==> src/rtl/light_ctrl.sv <==
// Two-road traffic-light phase controller advanced by a 1 Hz tick enable.
// The remaining seconds are kept as BCD digits; the lamps are decoded from the state register.
module light_ctrl #(
    parameter int T_GREEN_A = 40,
    parameter int T_GREEN_B = 20,
    parameter int T_YELLOW  = 5,
    parameter int T_ALLRED  = 2
) (
    input  logic       clk,
    input  logic       rst,
    input  logic       tick,
    input  logic       night,
    output logic [2:0] light_a,
    output logic [2:0] light_b,
    output logic [3:0] sec_tens,
    output logic [3:0] sec_ones
);

    typedef enum logic [2:0] {
        A_GREEN, A_YELLOW, B_GREEN, B_YELLOW, NIGHT, ALL_RED
    } state_t;

    // Phase durations are converted to BCD when the design is elaborated.
    localparam logic [7:0] LD_GA = {4'(T_GREEN_A / 10), 4'(T_GREEN_A % 10)};
    localparam logic [7:0] LD_GB = {4'(T_GREEN_B / 10), 4'(T_GREEN_B % 10)};
    localparam logic [7:0] LD_Y  = {4'(T_YELLOW / 10),  4'(T_YELLOW % 10)};
    localparam logic [7:0] LD_AR = {4'(T_ALLRED / 10),  4'(T_ALLRED % 10)};

    state_t     state, state_nxt;
    logic [3:0] tens, tens_nxt;
    logic [3:0] ones, ones_nxt;
    logic       flash, flash_nxt;

    always_ff @(posedge clk or posedge rst) begin
        if (rst) begin
            state <= A_GREEN;
            tens  <= LD_GA[7:4];
            ones  <= LD_GA[3:0];
            flash <= 1'b0;
        end else begin
            state <= state_nxt;
            tens  <= tens_nxt;
            ones  <= ones_nxt;
            flash <= flash_nxt;
        end
    end

    always_comb begin
        state_nxt = state;
        tens_nxt  = tens;
        ones_nxt  = ones;
        flash_nxt = flash;
        if (tick) begin
            // Night request wins over phase expiry on the same tick.
            if (state != NIGHT && night) begin
                state_nxt = NIGHT;
                tens_nxt  = 4'd0;
                ones_nxt  = 4'd0;
                flash_nxt = 1'b1;
            end else if (state == NIGHT) begin
                if (night) begin
                    flash_nxt = ~flash;
                end else begin
                    state_nxt            = ALL_RED;
                    {tens_nxt, ones_nxt} = LD_AR;
                    flash_nxt            = 1'b0;
                end
            end else if (tens == 4'd0 && ones == 4'd1) begin
                case (state)
                    A_GREEN: begin
                        state_nxt            = A_YELLOW;
                        {tens_nxt, ones_nxt} = LD_Y;
                    end
                    A_YELLOW: begin
                        state_nxt            = B_GREEN;
                        {tens_nxt, ones_nxt} = LD_GB;
                    end
                    B_GREEN: begin
                        state_nxt            = B_YELLOW;
                        {tens_nxt, ones_nxt} = LD_Y;
                    end
                    default: begin
                        state_nxt            = A_GREEN;
                        {tens_nxt, ones_nxt} = LD_GA;
                    end
                endcase
            end else if (ones == 4'd0) begin
                ones_nxt = 4'd9;
                tens_nxt = tens - 4'd1;
            end else begin
                ones_nxt = ones - 4'd1;
            end
        end
    end

    always_comb begin
        light_a = 3'b100;
        light_b = 3'b100;
        case (state)
            A_GREEN:  light_a = 3'b001;
            A_YELLOW: light_a = 3'b010;
            B_GREEN:  light_b = 3'b001;
            B_YELLOW: light_b = 3'b010;
            NIGHT: begin
                light_a = {1'b0, flash, 1'b0};
                light_b = {1'b0, flash, 1'b0};
            end
            default: ;
        endcase
    end

    assign sec_tens = tens;
    assign sec_ones = ones;

endmodule

==> config.mk <==
export PLATFORM = sky130hd
export DESIGN_NAME = light_ctrl
export DESIGN_NICKNAME = d
export VERILOG_FILES = /design/src/rtl/light_ctrl.sv
export SDC_FILE = /design/constraint.sdc
export NUM_CORES = 1
export LEC_CHECK = 0
export ABC_CLOCK_PERIOD_IN_PS = 4500
export CORE_MARGIN = 1.5
export CORE_UTILIZATION = 52
export CTS_CLUSTER_SIZE = 16
export DETAILED_ROUTE_END_ITERATION = 12
export PLACE_DENSITY_LB_ADDON = 0.1
export REMOVE_ABC_BUFFERS = 1
export SYNTH_ARGS = -nofsm -noshare
export SYNTH_HDL_FRONTEND = slang
export SYNTH_SLANG_ARGS = --single-unit
==> constraint.sdc <==
create_clock -name clk -period 4.5 [get_ports clk]
set_input_delay 0.675 -clock clk [delete_from_list [all_inputs] [get_ports clk]]
set_output_delay 0.675 -clock clk [all_outputs]
set_load 0.01 [all_outputs]
# Yosys cells after proc, flatten, opt, wreduce, memory -nomap -nowiden
# Index checks and enable logic that the tools add are counted.
[op_classes] n_addsub=2 eq_ne=7 mux=22 bitwise_logic=1 reduce_logical=13
[op_table] op="$mux 4" count=10
[op_table] op="$pmux 3 s3" count=2
[op_table] op="$mux 3" count=5
[op_table] op="$logic_not 4->1" count=2
[op_table] op="$sub 4x1->4 const B" count=2
[op_table] op="$eq 3x2->1 const B" count=2
[op_table] op="$ne 3x3->1 const B" count=2
[op_table] op="$pmux 2 s3" count=1
[op_table] op="$pmux 3 s2" count=1
[op_table] op="$reduce_and 3->1" count=2
[op_table] op="$eq 4x1->1 const B" count=1
[op_table] op="$reduce_and 2->1" count=2
[op_table] op="$reduce_bool 4->1" count=1
[op_table] op="$eq 3x1->1 const B" count=1
[op_table] op="$eq 3x3->1 const B" count=1
[op_table] op="$logic_not 3->1" count=1
[op_table] op="$mux 1" count=3
[op_table] op="$reduce_bool 3->1" count=1
[op_table] op="$logic_and 1x1->1" count=2
[op_table] op="$reduce_bool 2->1" count=1
[op_table] op="$reduce_or 2->1" count=1
[op_table] op="$not 1->1" count=1
[word_totals] register_bits=12 in_bits=4 out_inout_bits=14 elab_cells=49

# Longest topological paths before layout
[depth] word_depth=6 ltp_mapped=7 mapped_depth_nobuf=6

# Worst setup path after synthesis
# No wires, ideal clock.
[synth_timing] path_type="reg-to-output" from="register state[0]" to="output port light_b[1]" arrival_time_ns=1.136 setup_slack_ns=2.689 stages_incl_launch_ff=4 path_cell_list="dfrtp_1 clkbuf_1 nor3b_1 a22o_1"
[synth_between] elab_chain_cells=2 word_cells_on_any_way=4
[synth_lines] element="start, declared" line_no="29" rtl="state_t state, state_nxt;"
[synth_lines] element="start signal, assigned" line_no="41" rtl="state <= state_nxt;"
[synth_lines] element="$eq 3x3->1 or $eq 3x2->1 (tied branches)" line_no="99" rtl="case (state)"
[synth_lines] element="$pmux 3 s3 (*)" line_no="99"
[synth_lines] element="end, declared" line_no="14" rtl="output logic [2:0] light_b,"
# Mark *: on every way between the ends. The rest lies on a longest branch, timed or not.

# Final worst setup path
[layout_timing] from="register state[2]" to="output port light_b[1]"
# Same word-level chain as after synthesis.

==> key figures <==
Power and ir drop
  – Clock Power Share: 9.3%
  – Switch share: 43.5%
  – Power per cell area: 780 mW/mm2
  – Internal power: 446 uW
  – Logic pwr share: 60.0%
  – NetSw: 343 uW
  – Pleak: 0.413 nW
  – Sequential share of power: 30.8%
  – Total power: 789 uW
  – Worst VDD drop: 0.453 mV

Yosys
  – Top FF cell, synth: dfrtp_1
  – Yosys Warn Count: 0
  – Post-synthesis cell area: 828 um2
  – Top cells by area, synth: dfrtp_1 (33%), nor2_1 (4.1%), o21ai_0 (3.6%), nand2_1 (3.6%), dfstp_2 (3.2%)
  – Register area share after synthesis: 36.4%
  – Mean area per synthesized cell: 8.81 um2
  – Cells after synthesis: 94
  – Post-synth ARST share: 100%
  – EDFF count, synth: 0
  – Synth unique cells: 43
  – Most frequent cells after synthesis: dfrtp_1 (11), nor2_1 (9), nand2_1 (8)
  – Top cell type's share of synthesized area: 33.2%
  – Largest area contributor in the netlist: dfrtp_1
  – Count leader, synth: dfrtp_1
  – FF+latch count, synth: 12

GRT
  – Vias in the first global route: 691
  – Largest net degree at the start of global routing: 15
  – Initial antenna violation count: 0
  – First-pass GRT wire length: 3260 um
  – GRT Overall Usage: 24.0%
  – GRT overflow: 0

Floorplan
  – IO Pins: 18
  – Area of the die: 0.00184 mm2
  – Die X: 42.9 um
  – Core Box Area: 0.00151 mm2
  – Initial Util: 55.0%
  – Row Count: 14
  – Die Y: 42.9 um

CTS
  – Clk Tree Root Cell: clkbuf_4
  – CTS tree: done
  – Clock Sinks: 12
  – Setup bufs post-CTS: 0
  – Worst skew pair latency: 0.28 ns
  – Post-cts hold buffer count: 0
  – Inserted Clock Buffers: 3
  – Maximum root-to-sink buffer count: 2
  – Clock transition at path regs: 0.07 ns
  – # H-tree levels: 1
  – Resized cells post-CTS: 0

Final layout
  – Layout Cells excl Fill: 125
  – Design Area, Final: 0.00101 mm2
  – Ant. Diodes: 0
  – Area grow syn2layout: 22.2%
  – Nets@finish: 116
  – Fraction of layout cells with a size suffix above 1: 13.8%
  – Fillers: 133
  – Final core utilization: 67.2%

Setup path
  – Crit Path Max Fanout: 14
  – Critical path capture point type: output port
  – Crit path from: state[2]
  – Max incr delay on CP: 0.58 ns
  – Crit. path cell count: 3
  – Crit path kind: flip-flop to output port
  – Crit-path slowest cell: dfrtp_1
  – Reg2reg path depth: 4
  – Top delay family on crit path: flip-flops
  – Critical path, cell by cell: nor3b_1 > a22o_1 > clkdlybuf4s50_1
  – Critical Path RT: 3.83 ns
  – Crit path arrival time: 2.06 ns
  – Critical path startpoint category: flip-flop
  – CP bufs+invs: 1
  – Crit Reg-Reg Startpoint: state[2]

Detailed routing
  – Pre-Repair DR Iteration Count: 4
  – Via count: 762
  – Initial drt markers: 41
  – ANT nets after route: 0
  – DRC: 0
  – WL final: 1910 um
  – Routed wire per std cell: 15.2 um
  – DR vias/cell: 6.10

Placement
  – # port buffers: 17
  – GPL Wtd Cong: 0.801
  – Dpl cell area: 986 um2
  – Place WS: 2.08 ns
  – DP Wirelength: 1320 um
  – Placed Cells: 121

Timing
  – Final WS setup: 1.76 ns
  – Unrepaired setup endpoints after global routing: no
  – Rel. slew slack: 56.9%
  – Highest clock rate: 365 MHz
  – Fin Hold WS: 0.507 ns
  – Worst slew pin tran: 0.644 ns
  – Min Clock Period, post-route: 2.74 ns
  – Final Skew: 0.00118 ns
  – Max-slew violation count: 0
  – Final setup fails: 0
  – Setup TNS Final: 0 ns
  – Final Cycle Share: 60.8%
  – Fin. Hold Viols: 0

Outcome
  – Status: finished, final reports clean

Hold path
  – Hold Crit Depth: 2
  – Hold Startpoint: sec_tens[2]
  – Tightest Hold Check Type: flip-flop to flip-flop

Job
  – Max-Cap Viols: 0
## final timing paths
kind                          endpoint  slack [ns]
setup / recovery            light_b[1]        1.76
hold / removal             sec_tens[2]        0.51
setup reg to reg           sec_ones[3]        2.50
hold reg to reg            sec_tens[2]        0.51
max in group asynchronous  sec_tens[2]        3.45
min in group asynchronous  sec_tens[3]        0.70
## tightest hold or removal path: cells and delay by family, from the launching register on
family,cells,cell delay (ns)
compound gates,1,0.05
buf+inv,1,0.05
flops,1,0.40
## metal layers
metal	global-route usage [%]	wire, um	up-vias	share of wire [%]
met2	33.9	826	30	43
met1	35.4	905	352	48
li1	-	-	375	-
met3	3.83	133	5	7.0
met5	0	0	-	0
met4	11.3	38	0	2.0
## layout by cell type, fill, tap and decap left out, types with 2 or more instances in the layout
master,count
a21oi_1,4
a22o_1,2
a31o_2,2
clkbuf_4,3
clkdlybuf4s50_1,17
dfrtp_1,11
ha_1,2
inv_1,7
nand2_1,8
nor2_1,9
nor3_1,3
nor4_1,2
o21ai_0,6
o22ai_1,2
o2bb2ai_1,2
o31ai_1,3
or4_4,2
## logic make-up (layout without fill, tap and decap cells)
kind of cell / Yosys count / after routing / synth area share (%)
AO/OA/AOI/OAI: 30 / 30 / 26.1
multiplexers: 2 / 2 / 2.57
buffers and inverters: 13 / 28 / 7.10
AND/OR/NAND/NOR: 35 / 35 / 24.8
adder cells (fa/ha/maj): 2 / 2 / 3.02
flip-flops: 12 / 12 / 36.4
## layout make-up
type | instances | area, um2 | share of cell area, %
tap | 16 | 20.0 | 1.98
sequential | 12 | 302 | 29.8
multi-input combinational | 69 | 468 | 46.2
timing repair buffer | 17 | 170 | 16.8
clock buffer | 4 | 26.3 | 2.60
inverter | 7 | 26.3 | 2.60
## power by group through the flow
stage | Sequential (mW) | Combinational (mW) | Clock (mW)
floorplan | 0.237 | 0.288 | 0
global placement | 0.239 | 0.462 | 0
detailed placement | 0.244 | 0.470 | 0
CTS | 0.242 | 0.474 | 0.0742
global route | 0.256 | 0.523 | 0.0773
finish | 0.243 | 0.473 | 0.0731
## flip-flops by register name (all words and copies together) (netlist names)
signal	count
state	3
flash	1
sec_tens	4
sec_ones	4
Note: power is estimated with default switching activity, not from simulation.
==> RTL change: new RTL, config.mk and constraints unchanged <==
Encoding of `state_t`: now Gray code (3 bits for 6 states).
--- a/src/rtl/light_ctrl.sv
+++ b/src/rtl/light_ctrl.sv
@@ -19,3 +19,3 @@
     typedef enum logic [2:0] {
-        A_GREEN, A_YELLOW, B_GREEN, B_YELLOW, NIGHT, ALL_RED
+        A_GREEN = 3'b000, A_YELLOW = 3'b001, B_GREEN = 3'b011, B_YELLOW = 3'b010, NIGHT = 3'b110, ALL_RED = 3'b111
     } state_t;
Function: no difference found for any inputs over 10 cycles, from zero or initial values and one cycle with rst high; not proved beyond that.
==> RTL change against the original RTL <==
Critical path type unchanged; synthesized area grew 5.4%; final cell count grew 4.8%; design area grew 4.8%; count of clock-buffer cells in the layout is the same; sequential cell count is the same; wire length grew 7.7%; non-clock buffer count is the same; largest cell class unchanged; total power grew 0.68%; register-to-register slack gained 0.22 ns; setup slack gained 0.11 ns; via count grew 11%.
==> RTL change: results (changes against the original RTL) <==
| Metric | Value |
|---|---|
| Outcome | `finished, final reports clean` |
| Vias in the first global route | `717 (+3.8%)` |
| Total number of vias | `845 (+11%)` |
| DPL Wire Length | `1.48 mm (+12%)` |
| FILL cells | `134 (+0.75%)` |
| Drt pass-1 iters | `4 (unchanged)` |
| DRT iter0 DRCs | `17 (-59%)` |
| CP max-delay cell | `clkdlybuf4s50_1` |
| Avg Inst Size Synth | `8.73 um2 (-0.89%)` |
| Clk root buf | `clkbuf_4` |
| Count of different cell masters after synthesis | `44 (+2.3%)` |
| CP Max Fanout | `11 (-3)` |
| Synth top cells by count | `11 x dfrtp_1, 10 x o21ai_1, 8 x nor2_1` |
| First-pass GRT wire length | `3.15 mm (-3.4%)` |
| N_diodes | `0 (unchanged)` |
| Resized cells post-CTS | `0 (unchanged)` |
| Worst setup endpoint | `light_a[1]` |
| Syn. warnings | `0 (unchanged)` |
| Leading post-synthesis cells by cell area | `dfrtp_1 32%, o21ai_1 5.7%, nor3_1 3.4%` |
| Leakage power | `0.436 nW (+5.6%)` |
| DP Area | `0.00102 mm2 (+3.9%)` |
| VDD IR max | `392 uV (-13%)` |
| Fraction of layout cells with a size suffix above 1 | `0.104 (-0.0333)` |
| Worst-skew pair later-pin latency | `0.28 ns (about the same)` |
| Wire per inst | `15.7 um (+2.8%)` |
| Vias per inst | `6.45 (+5.8%)` |
| CP delay by family, top | `buffers and inverters` |
| Clock Path Buffers | `2 (unchanged)` |
| Total CTS buffers | `3 (unchanged)` |
| Number of H-tree levels | `1 (unchanged)` |
| Reg2reg path depth | `4 (unchanged)` |
| Final setup fails | `0 (unchanged)` |
| Critical Path Start | `state[0]$_DFFE_PP0P_` |
| Arrival time at the worst endpoint | `1.95 ns (-0.11 ns)` |
| FFs w/ async S/R, synth | `1.00 (unchanged)` |
| GRT overflow | `0 (unchanged)` |
| Reg2Reg Launch Point | `sec_ones[0]$_DFFE_PP0P_` |
| Tot GR Track Use | `0.230 (-0.0104)` |
| Hold crit path type | `reg -> reg` |
| Largest net degree at the start of global routing | `16 (+1)` |
| Post-CTS Setup Inserts | `0 (unchanged)` |
| Final net count | `122 (+5.2%)` |
| Max_slew headroom | `0.692 (+0.123)` |
| Initial antenna violation count | `0 (unchanged)` |
| Clk_skew | `0.00259 ns (+0.00141 ns)` |
| Port-buffer cells | `17 (unchanged)` |
| Worst path max stage delay | `0.53 ns (-0.05 ns)` |
| Clock Pin Slew Worst Setup and Hold Paths | `roughly 0.08 ns` |
| Gpl congestion | `0.851 (+6.2%)` |
| R2r endpoint | `sec_tens[0]$_DFFE_PP0P_` |
| Seq/Total Area, Yosys | `0.345 (-0.0188)` |
| R2R Setup Slk | `2.72 ns (+0.22 ns)` |
[RTL change: cells by family after synthesis]
group                    count (synthesis)  share of synthesized area
flip-flops                              12                      0.345
XOR/XNOR                                 1                     0.0100
buffers and inverters                   13                     0.0745
multiplexers                             2                     0.0229
AO/OA/AOI/OAI                           34                      0.265
AND/OR/NAND/NOR                         36                      0.254
adder cells (fa/ha/maj)                  2                     0.0286
[RTL change: routing by layer]
layer | share of wire | up-vias | global-route usage
met2 | 0.46 | 26 | 0.341
met5 | 0 | - | 0
met1 | 0.47 | 412 | 0.303
met4 | 0.029 | 0 | 0.158
met3 | 0.042 | 7 | 0.0375
li1 | - | 400 | -
[RTL change: report_power, final]
group          switching [mW]  internal [mW]  leakage (nW)
Sequential             0.0840          0.153         0.145
Clock                  0.0395         0.0493        0.0210
Combinational           0.233          0.235         0.271
[RTL change: final cells by class]
type                    instances  area, um2  area share
well taps                      16       20.0      0.0189
repair buffers                 17        170       0.160
inverters                       7       26.3      0.0248
clock buffers                   4       36.3      0.0342
multi-input cells              75        507       0.478
flip-flops and latches         12        302       0.284
[RTL change: worst min-delay path by stage]
stage | to | startpoint | slack (ns) | depth (start not counted)
2_1_floorplan | flash$_DFFE_PP0P_ | flash$_DFFE_PP0P_ | 0.47 | 1
3_3_place_gp | sec_tens[2]$_DFFE_PP1P_ | sec_tens[2]$_DFFE_PP1P_ | 0.51 | 1
3_5_place_dp | sec_tens[2]$_DFFE_PP1P_ | sec_tens[2]$_DFFE_PP1P_ | 0.51 | 1
4_1_cts | sec_tens[2]$_DFFE_PP1P_ | sec_tens[2]$_DFFE_PP1P_ | 0.53 | 1
5_1_grt | sec_tens[2]$_DFFE_PP1P_ | sec_tens[2]$_DFFE_PP1P_ | 0.54 | 1
6_report | sec_tens[2]$_DFFE_PP1P_ | sec_tens[2]$_DFFE_PP1P_ | 0.52 | 1
[RTL change: metrics by stage]
stage	setup slack, ns	total power, mW
3_3_place_gp	2.23	0.689
2_1_floorplan	2.77	0.517
3_5_place_dp	2.21	0.699
6_report	1.87	0.794
5_1_grt	1.80	0.847
4_1_cts	1.89	0.794
